**src/rtl/life_pkg.sv**
```systemverilog
// Shared constants and helpers for the life-like cell and the grid blocks.
package life_pkg;

  localparam int unsigned ST_DEAD  = 0;
  localparam int unsigned ST_ALIVE = 1;

  // Conway B3/S23 for the 8-neighbour Moore neighbourhood
  localparam logic [8:0] CONWAY_BIRTH   = 9'b0_0000_1000;
  localparam logic [8:0] CONWAY_SURVIVE = 9'b0_0000_1100;

  function automatic int unsigned clog2_min1(input int unsigned n);
    int unsigned w;
    w = 0;
    while ((32'd1 << w) < n) w++;
    return (w < 1) ? 1 : w;
  endfunction

endpackage

```
**src/rtl/popcount_n.sv**
```systemverilog
// Population count of an N-bit vector; result is wide enough for N without overflow.
module popcount_n #(
  parameter int unsigned N  = 8,
  parameter int unsigned CW = $clog2(N + 1)
) (
  input  logic [N-1:0]  bits,
  output logic [CW-1:0] count
);

  always_comb begin
    count = '0;
    for (int unsigned i = 0; i < N; i++) begin
      count = count + CW'(bits[i]);
    end
  end

endmodule

```
**src/rtl/life_cell_gen.sv**
```systemverilog
// One cell of a "Generations" life-like automaton with runtime birth/survive masks,
// refractory dying states, a saturating age counter and a change flag.
module life_cell_gen
  import life_pkg::*;
#(
  parameter int unsigned N_NEIGHBORS = 8,
  parameter int unsigned NUM_STATES  = 2,
  parameter int unsigned AGE_W       = 8,
  localparam int unsigned SW = clog2_min1(NUM_STATES),
  localparam int unsigned CW = $clog2(N_NEIGHBORS + 1)
) (
  input  logic                   clk,
  input  logic                   rst,
  input  logic                   ena,
  input  logic                   load,
  input  logic [SW-1:0]          state_0,
  input  logic [N_NEIGHBORS:0]   birth_mask,
  input  logic [N_NEIGHBORS:0]   survive_mask,
  input  logic [N_NEIGHBORS-1:0] neighbors,
  output logic [SW-1:0]          state_d,
  output logic [SW-1:0]          state_q,
  output logic                   alive_q,
  output logic [AGE_W-1:0]       age_q,
  output logic                   changed_q
);

  logic [CW-1:0]    count;
  logic [SW-1:0]    load_val;
  logic [AGE_W-1:0] age_d;
  logic             cur_alive;
  logic             next_alive;

  popcount_n #(.N(N_NEIGHBORS), .CW(CW)) u_popcount (
    .bits  (neighbors),
    .count (count)
  );

  assign cur_alive  = (state_q == SW'(ST_ALIVE));
  assign next_alive = (state_d == SW'(ST_ALIVE));
  assign alive_q    = cur_alive;
  assign load_val   = (32'(state_0) >= NUM_STATES) ? '0 : state_0;

  // Dying states advance regardless of neighbours; the last one and any
  // out-of-range encoding fall back to dead.
  always_comb begin
    state_d = '0;
    if (state_q == SW'(ST_DEAD)) begin
      state_d = birth_mask[count] ? SW'(ST_ALIVE) : SW'(ST_DEAD);
    end else if (cur_alive) begin
      if (survive_mask[count])  state_d = SW'(ST_ALIVE);
      else if (NUM_STATES > 2)  state_d = SW'(2);
      else                      state_d = SW'(ST_DEAD);
    end else if (32'(state_q) < NUM_STATES - 1) begin
      state_d = state_q + SW'(1);
    end
  end

  always_comb begin
    age_d = '0;
    if (cur_alive && next_alive) age_d = (age_q == '1) ? age_q : age_q + AGE_W'(1);
    else if (next_alive)         age_d = AGE_W'(1);
  end

  always_ff @(posedge clk or negedge rst) begin
    if (!rst) begin
      state_q   <= '0;
      age_q     <= '0;
      changed_q <= 1'b0;
    end else if (load) begin
      state_q   <= load_val;
      age_q     <= (load_val == SW'(ST_ALIVE)) ? AGE_W'(1) : '0;
      changed_q <= 1'b0;
    end else if (ena) begin
      state_q   <= state_d;
      age_q     <= age_d;
      changed_q <= (state_d != state_q);
    end
  end

endmodule

```
**config.mk**
```make
export PLATFORM = sky130hd
export DESIGN_NAME = life_cell_gen
export DESIGN_NICKNAME = d
export VERILOG_FILES = /design/src/rtl/life_pkg.sv /design/src/rtl/popcount_n.sv /design/src/rtl/life_cell_gen.sv
export SDC_FILE = /design/constraint.sdc
export NUM_CORES = 1
export LEC_CHECK = 0
export ABC_AREA = 1
export CAP_MARGIN = 20
export CELL_PAD_IN_SITES_DETAIL_PLACEMENT = 1
export CELL_PAD_IN_SITES_GLOBAL_PLACEMENT = 2
export CORE_MARGIN = 3
export CORE_UTILIZATION = 19
export CTS_CLUSTER_SIZE = 30
export DETAILED_ROUTE_END_ITERATION = 7
export PLACE_DENSITY_LB_ADDON = 0.1
export SETUP_SLACK_MARGIN = 0.3
export SLEW_MARGIN = 10
export SYNTH_ARGS = -nofsm -noshare
export SYNTH_HDL_FRONTEND = slang
export SYNTH_SLANG_ARGS = --single-unit
export TNS_END_PERCENT = 1
```
**constraint.sdc**
```tcl
create_clock -name clk -period 3.5 [get_ports clk]
set_input_delay 0.35 -clock clk [delete_from_list [all_inputs] [get_ports clk]]
set_output_delay 0.35 -clock clk [all_outputs]
set_load 0.02 [all_outputs]
```
==> impl_metrics.py, run 1 <==
metrics = {
    "run_status": {
        "outcome": "finished with violations",
        "violations": "setup timing",
    },
    "setup_path": {
        "worst_ep_required_time_ns": 3.15,
        "end_kind": "output port",
        "worstSetupStartpointType": "primary input",
        "critPathCapture": "state_d",
        "crit_cells": 16,
        "timing.setup.critical_path_class": "in2out",
        "critical_path.slowest_cell": "sky130_fd_sc_hd__fa_1",
        "path_delay_family": "adder cells",
        "timing.reg2reg.worst_path_depth": 13,
        "slowest_delay_ns": 0.56,
        "regToRegStartpoint": "alive_q$_DFFE_PN0P_",
        "critPathMostFrequentCell": "sky130_fd_sc_hd__nand3_2",
        "critPathArrivalTime_ns": 3.59,
        "timing.critical_path.fanout_max": 6,
        "path_buf_inv": 5,
        "r2r_end": "age_q[7]$_DFFE_PN0P_",
        "setup.reg_to_reg.worst_slack_ns": 1.48,
        "crit_start": "neighbors[0]",
        "cp_cell_sequence": "buf_6, ha_4, inv_2, fa_1, fa_1, fa_2, inv_2, fa_2, inv_4, nand3_2, nand2_1, nand2_1, nand3_2, nand3_2, nand2_4, dlygate4sd2_1",
    },
    "die": {
        "fp.dieH_um": 79.2,
        "die_area_um2": 6270,
        "num_rows": 26,
        "design.core.area_um2": 5140,
        "dieWidth_um": 79.2,
        "start_util_pct": 19.8,
        "io-pin-count": 43,
    },
    "logic_synthesis": {
        "synth_enable_flop_cells": 0,
        "seq_area_frac_synth_pct": 24.6,
        "synth.largest_area_cell": "sky130_fd_sc_hd__dfrtp_1",
        "synth.ff_latch_count": 10,
        "syn_nets": 188,
        "synth_cells": 148,
        "yosysWarningCount": 0,
        "yosys_most_used_dff": "sky130_fd_sc_hd__dfrtp_1",
        "synth_async_sr_flop_share_pct": 100,
        "post_synth_most_frequent_cells": "sky130_fd_sc_hd__nand2_1, sky130_fd_sc_hd__inv_1, sky130_fd_sc_hd__nand3_1",
        "ranking_of_synthesized_cells_by_area": "sky130_fd_sc_hd__dfrtp_1, sky130_fd_sc_hd__nand2_1, sky130_fd_sc_hd__inv_1, sky130_fd_sc_hd__fa_1, sky130_fd_sc_hd__nand3_1",
        "synthesis.area_per_instance_um2": 6.87,
        "post_synth_instance_area_um2": 1020,
        "yosys.area.top_type_share_pct": 24.6,
        "yosys.cell_types.count": 24,
        "synth_most_common_cell": "sky130_fd_sc_hd__nand2_1",
    },
    "drt": {
        "routed-via-count": 1100,
        "drt_first_iter_violations": 19,
        "drt_pass1_iterations": 3,
        "via_per_inst": 4.03,
        "finalWirelength_um": 3110,
        "route.antenna.remaining_nets": 0,
        "drcViolationCount": 0,
        "detail_route.wl_per_cell_um": 11.4,
    },
    "layout": {
        "fill_cells": 664,
        "area_growth_syn_to_layout_pct": 70.2,
        "post_route_cells_drive_above_1_share_pct": 30.0,
        "layout.area.seq_um2": 250,
        "antenna_cells": 0,
        "final_net_count": 244,
        "multi_input_area_um2": 682,
    },
    "placed_design": {
        "buffer_ports.inserted": 42,
        "place.detailed.hpwl_um": 2630,
        "finalWeightedCongestion": 0.748,
    },
    "sta": {
        "fin_crit_sh_pct": 113,
        "hold-worst-slack_ns": 0.451,
        "setup_violations": 9,
        "clock.fmax_ghz": 0.254,
        "timing.slew.headroom_pct": 65.8,
        "worst-slew-pin-transition_ns": 0.511,
        "timing_max_transition_violations_final": 0,
        "hold_viol_final": 0,
        "timing.final.ws_setup_ns": -0.445,
        "grt_setup_unrepaired": "yes",
        "fin_worst_skew_ns": 0.00394,
        "final_period_minus_worst_setup_slack_ns": 3.94,
    },
    "grt": {
        "grt_antenna_before_repair": 0,
        "grt_pass1_wl_um": 5290,
        "globalRouteOverflowTotal": 0,
        "grt_max_degree": 11,
        "grt_pass1_vias": 1169,
        "overall_fraction_of_global_route_tracks_in_use_pct": 10.4,
    },
    "cts": {
        "ctsHtreeMaxLevel": 1,
        "cts.root.buffer_cell": "sky130_fd_sc_hd__clkbuf_8",
        "clock-sinks": 10,
        "post_cts_hold_buffer_count": 0,
        "tritoncts": "yes",
        "tritoncts.num_buffers": 3,
        "cts_max_path_buffers": 2,
        "clk_pin_slew_ns": 0.06,
        "insertion_delay_ns": 0.24,
    },
    "flow_run": {
        "max_cap_viol_count": 0,
    },
    "power": {
        "vdd.ir_drop.worst_uv": 276,
        "power.density_cell_area_nw_per_um2": 473,
        "leakage_power_uw": 0.000833,
        "power.total_uw": 819,
    },
    "worst_hold_path": {
        "holdCritPathClass": "in2async",
    },
}
==> placed cells by master, fill, tap and decap left out, types with 5 or more instances in the layout <==
cell type	count
sky130_fd_sc_hd__nand3_1	8
sky130_fd_sc_hd__nand3_2	10
sky130_fd_sc_hd__dfrtp_1	10
sky130_fd_sc_hd__clkdlybuf4s50_1	37
sky130_fd_sc_hd__buf_4	11
sky130_fd_sc_hd__inv_2	7
sky130_fd_sc_hd__nand2_2	5
sky130_fd_sc_hd__inv_1	28
sky130_fd_sc_hd__nand2_1	36
sky130_fd_sc_hd__nor2_2	5
==> state kept, by name, indices dropped and copies added, names as in the netlist <==
| register | cells |
|---|---|
| changed_q | 1 |
| age_q | 8 |
| alive_q | 1 |
==> what timing repair did <==
action                     CTS  global route
resized for setup           22             6
hold endpoints to repair     0             0
setup buffers                3             2
setup endpoints to repair   11            11
pin swaps                   20            13
==> cell type report <==
type / instances / area share, %
inverter: 38 / 8.96
clock buffer: 4 / 3.18
tap: 70 / 5.06
sequential: 10 / 14.5
multi-input combinational: 98 / 39.4
timing repair buffer: 53 / 29.0
==> worst min-delay path by stage <==
stage	start	end	slack, ns	cells after the start
global route	rst	age_q[4]$_DFFE_PN0P_	0.49	1
detailed placement	changed_q$_DFFE_PN0P_	changed_q$_DFFE_PN0P_	0.47	2
finish	rst	age_q[7]$_DFFE_PN0P_	0.45	1
global placement	changed_q$_DFFE_PN0P_	changed_q$_DFFE_PN0P_	0.47	2
CTS	rst	age_q[7]$_DFFE_PN0P_	0.47	1
floorplan	rst	age_q[0]$_DFFE_PN0P_	0.05	0
==> cell families after synthesis <==
logic type,share of synthesized area (%)
buffers and inverters,16.6
flip-flops,24.6
AO/OA/AOI/OAI,7.63
adder cells (fa/ha/maj),14.0
AND/OR/NAND/NOR,37.1
==> power breakdown <==
part | internal [uW] | switching (uW)
combinational | 244 | 274
sequential | 131 | 19.6
clock | 99.3 | 51.1
total | 475 | 344
==> worst reg2reg max path: stages (launching register included) <==
cell and delay [ns]:
sky130_fd_sc_hd__dfrtp_1 0.47, sky130_fd_sc_hd__or2_2 0.31, sky130_fd_sc_hd__o2111ai_1 0.15, sky130_fd_sc_hd__nand2_4 0.10
sky130_fd_sc_hd__ha_4 0.18, sky130_fd_sc_hd__nand2_4 0.07, sky130_fd_sc_hd__inv_4 0.03, sky130_fd_sc_hd__nand3_2 0.08
sky130_fd_sc_hd__nand2_4 0.09, sky130_fd_sc_hd__nor2_4 0.13, sky130_fd_sc_hd__nand2_2 0.07, sky130_fd_sc_hd__nor2_2 0.08
sky130_fd_sc_hd__o21ai_1 0.06, sky130_fd_sc_hd__a21oi_1 0.13
==> routing by layer <==
metal  part of all wire, %  global-route usage (%)  up-vias
li1                      -                       -      561
met1                    45                    13.5      513
met2                    48                    16.8       26
met5                     0                       0        -
met4                     0                    1.55        0
met3                   6.9                    3.63        0
==> per-stage QoR <==
stage	setup slack (ns)	setup TNS, ns	utilization [%]	std cells	instance area (um^2)
after floorplan	-0.385	-2.54	-	148	1040
after global placement	-0.992	-9.37	30.7	264	1580
after detailed placement	-1.09	-10.20	30.7	264	1580
after CTS	-0.525	-4.07	33.0	271	1700
after global routing	-0.633	-5.61	33.7	273	1730
final	-0.445	-3.51	33.7	273	1730
No activity file was read; power rests on OpenSTA's default activity.
==> inputs of run 2 (changes only) <==
--- a/config.mk
+++ b/config.mk
@@ -9,6 +9,7 @@
 export CAP_MARGIN = 20
 export CELL_PAD_IN_SITES_DETAIL_PLACEMENT = 1
 export CELL_PAD_IN_SITES_GLOBAL_PLACEMENT = 2
+export CORE_ASPECT_RATIO = 1.4
 export CORE_MARGIN = 3
 export CORE_UTILIZATION = 19
 export CTS_CLUSTER_SIZE = 30
==> run 2 against run 1 <==
  * The run still ends with setup timing left
  * Hold slack lost 0.0046 ns
  * Critical path depth grew 5
  * First-iteration DRC count shrank 16%
  * Worst setup slack gained 0.11 ns
  * Flip-flop and latch count is the same
  * Clock power shrank 21%
  * Design area shrank 0.65%
  * Sequential share of layout area grew 0.095 points
  * Wire length grew 2.6%
  * Cell count shrank 2.6%
  * Die area grew 0.20%
  * Count of clock-buffer cells in the layout shrank 1
  * Critical path type is now in2reg
  * Highest routed layer is now met4
==> impl_metrics.py, run 2 (same netlist as run 1, synthesis figures left out) <==
metrics = {
    "flow_run": {
        "max_cap_viol_count": 0,
    },
    "placed_design": {
        "preCtsSetupSlack_ns": -1.03,
        "buffer_ports.inserted": 42,
        "finalWeightedCongestion": 0.769,
        "dpl-instance-area_um2": 1570,
        "place.detailed.hpwl_um": 2670,
    },
    "drt": {
        "drt_pass1_iterations": 2,
        "via_per_inst": 4.24,
        "route.antenna.remaining_nets": 0,
        "drt_first_iter_violations": 16,
        "routed-via-count": 1127,
        "detail_route.wl_per_cell_um": 12.0,
        "drcViolationCount": 0,
        "finalWirelength_um": 3190,
    },
    "setup_path": {
        "worst_ep_required_time_ns": 3.63,
        "regToRegStartpoint": "alive_q$_DFFE_PN0P_",
        "worstSetupStartpointType": "primary input",
        "critPathArrivalTime_ns": 3.96,
        "crit_start": "neighbors[1]",
        "timing.critical_path.fanout_max": 6,
        "timing.setup.critical_path_class": "in2reg",
        "end_kind": "flip-flop",
    },
    "grt": {
        "grt_pass1_wl_um": 5300,
        "overall_fraction_of_global_route_tracks_in_use_pct": 10.8,
        "grt_max_degree": 11,
        "globalRouteOverflowTotal": 0,
        "grt_antenna_before_repair": 0,
        "grt_pass1_vias": 1220,
    },
    "sta": {
        "setup_violations": 9,
        "final_period_minus_worst_setup_slack_ns": 3.83,
        "hold-worst-slack_ns": 0.446,
        "timing.final.ws_setup_ns": -0.331,
        "fin_crit_sh_pct": 109,
        "clock.fmax_ghz": 0.261,
        "hold_viol_final": 0,
        "fin_worst_skew_ns": 0.000481,
        "worst-slew-pin-transition_ns": 0.486,
        "timing.slew.headroom_pct": 67.5,
        "timing_max_transition_violations_final": 0,
        "grt_setup_unrepaired": "yes",
    },
    "worst_hold_path": {
        "holdCritPathClass": "in2async",
    },
    "layout": {
        "largest_register_ffs": 8,
        "mostFrequentLayoutCells": "sky130_fd_sc_hd__clkdlybuf4s50_1, sky130_fd_sc_hd__nand2_1, sky130_fd_sc_hd__inv_1, sky130_fd_sc_hd__nand3_2, sky130_fd_sc_hd__buf_4",
        "final_net_count": 244,
        "design_area_um2": 1720,
        "post_route_cells_drive_above_1_share_pct": 29.7,
        "antenna_cells": 0,
        "regMostFlops": "age_q",
        "area_growth_syn_to_layout_pct": 69.1,
        "final_common_cell": "sky130_fd_sc_hd__clkdlybuf4s50_1",
    },
    "cts": {
        "tritoncts.num_buffers": 3,
        "tritoncts": "yes",
        "ctsHtreeMaxLevel": 1,
        "insertion_delay_ns": 0.23,
        "clk_pin_slew_ns": 0.05,
        "cts.root.buffer_cell": "sky130_fd_sc_hd__clkbuf_8",
        "cts_max_path_buffers": 2,
        "post_cts_hold_buffer_count": 0,
        "clock-sinks": 10,
    },
    "run_status": {
        "outcome": "finished with violations",
        "violations": "setup timing",
    },
    "die": {
        "fp.dieH_um": 92.6,
        "die_area_um2": 6280,
        "io-pin-count": 43,
        "num_rows": 30,
        "start_util_pct": 20.4,
        "design.core.area_um2": 4990,
        "dieWidth_um": 67.8,
    },
    "power": {
        "power.density_cell_area_nw_per_um2": 458,
        "vdd.ir_drop.worst_uv": 244,
        "leakage_power_uw": 0.000830,
    },
}
[run 2: changes by cell type in the layout (fill, tap and decap cells not counted), moves of 2 or more]
cell / delta
sky130_fd_sc_hd__a21oi_1: +2
sky130_fd_sc_hd__a21oi_2: -2
sky130_fd_sc_hd__inv_1: +2
sky130_fd_sc_hd__nand2_1: -2
sky130_fd_sc_hd__nand2_2: +2
sky130_fd_sc_hd__nor2_2: -2
sky130_fd_sc_hd__nor2_4: +2
[run 2: timing repair]
item	CTS	global route
cloned	0	0
setup buffers	3	2
pin swaps	21	15
resized for setup	22	10
endpoints found under the setup margin	11	11
[run 2: critical path, stage by stage]
cell                        delay [ns]
sky130_fd_sc_hd__buf_6            0.10
sky130_fd_sc_hd__ha_4             0.25
sky130_fd_sc_hd__inv_2            0.03
sky130_fd_sc_hd__fa_1             0.49
sky130_fd_sc_hd__fa_1             0.44
sky130_fd_sc_hd__fa_2             0.35
sky130_fd_sc_hd__inv_2            0.08
sky130_fd_sc_hd__fa_2             0.51
sky130_fd_sc_hd__nor3_1           0.24
sky130_fd_sc_hd__o2111ai_1        0.20
sky130_fd_sc_hd__nand2_4          0.12
sky130_fd_sc_hd__ha_4             0.15
sky130_fd_sc_hd__nand2_4          0.05
sky130_fd_sc_hd__inv_2            0.05
sky130_fd_sc_hd__nand3_2          0.09
sky130_fd_sc_hd__nand2_4          0.13
sky130_fd_sc_hd__nor2_4           0.06
sky130_fd_sc_hd__inv_2            0.07
sky130_fd_sc_hd__nor2_4           0.04
sky130_fd_sc_hd__a21oi_2          0.14
sky130_fd_sc_hd__nor3_2           0.05
[run 2: worst paths after layout]
kind                                          to  slack (ns)  depth (start not counted)
hold reg to reg            changed_q$_DFFE_PN0P_        0.47                          2
min in group clk           changed_q$_DFFE_PN0P_        0.47                          2
max in group asynchronous    alive_q$_DFFE_PN0P_        2.73                          1
setup reg to reg            age_q[7]$_DFFE_PN0P_        1.49                         13
hold / removal              age_q[1]$_DFFE_PN0P_        0.45                          1
setup / recovery            age_q[5]$_DFFE_PN0P_       -0.33                         21
[run 2: cell type report]
class / instances / area [um^2]
repair buffers: 53 / 502
flip-flops and latches: 10 / 250
inverters: 38 / 153
well taps: 64 / 80.1
fillers: 619 / 3270
multi-input cells: 98 / 694
clock buffers: 3 / 41.3
[run 2: layer usage]
layer	global-route usage, %	up-vias	share of wire [%]
met3	1.70	5	4.9
met2	21.2	26	59
li1	-	559	-
met1	10.9	537	35
met4	3.98	0	1.5
met5	0	-	0
[run 2: stage by stage]
stage / util, % / total power [uW] / cells / setup TNS (ns)
after global placement: 31.5 / 629 / 258 / -8.81
after floorplan: - / 454 / 148 / -2.54
after global routing: 34.5 / 863 / 266 / -3.96
after CTS: 33.7 / 783 / 264 / -3.70
final: 34.5 / 788 / 266 / -2.45
after detailed placement: 31.5 / 632 / 258 / -9.57
[run 2: where the power goes]
part           switching [uW]  internal, uW
registers                19.6           131
clock network            43.7          75.2
logic                     277           241
==> inputs of run 3 (changes only) <==
--- a/config.mk
+++ b/config.mk
@@ -6,7 +6,7 @@
 export NUM_CORES = 1
 export LEC_CHECK = 0
 export ABC_AREA = 1
-export CAP_MARGIN = 20
+export CAP_MARGIN = 25
 export CELL_PAD_IN_SITES_DETAIL_PLACEMENT = 1
 export CELL_PAD_IN_SITES_GLOBAL_PLACEMENT = 2
 export CORE_ASPECT_RATIO = 1.4
==> results of run 3 <==
No change in the layout: final DEF, timing and power equal those of run 2.
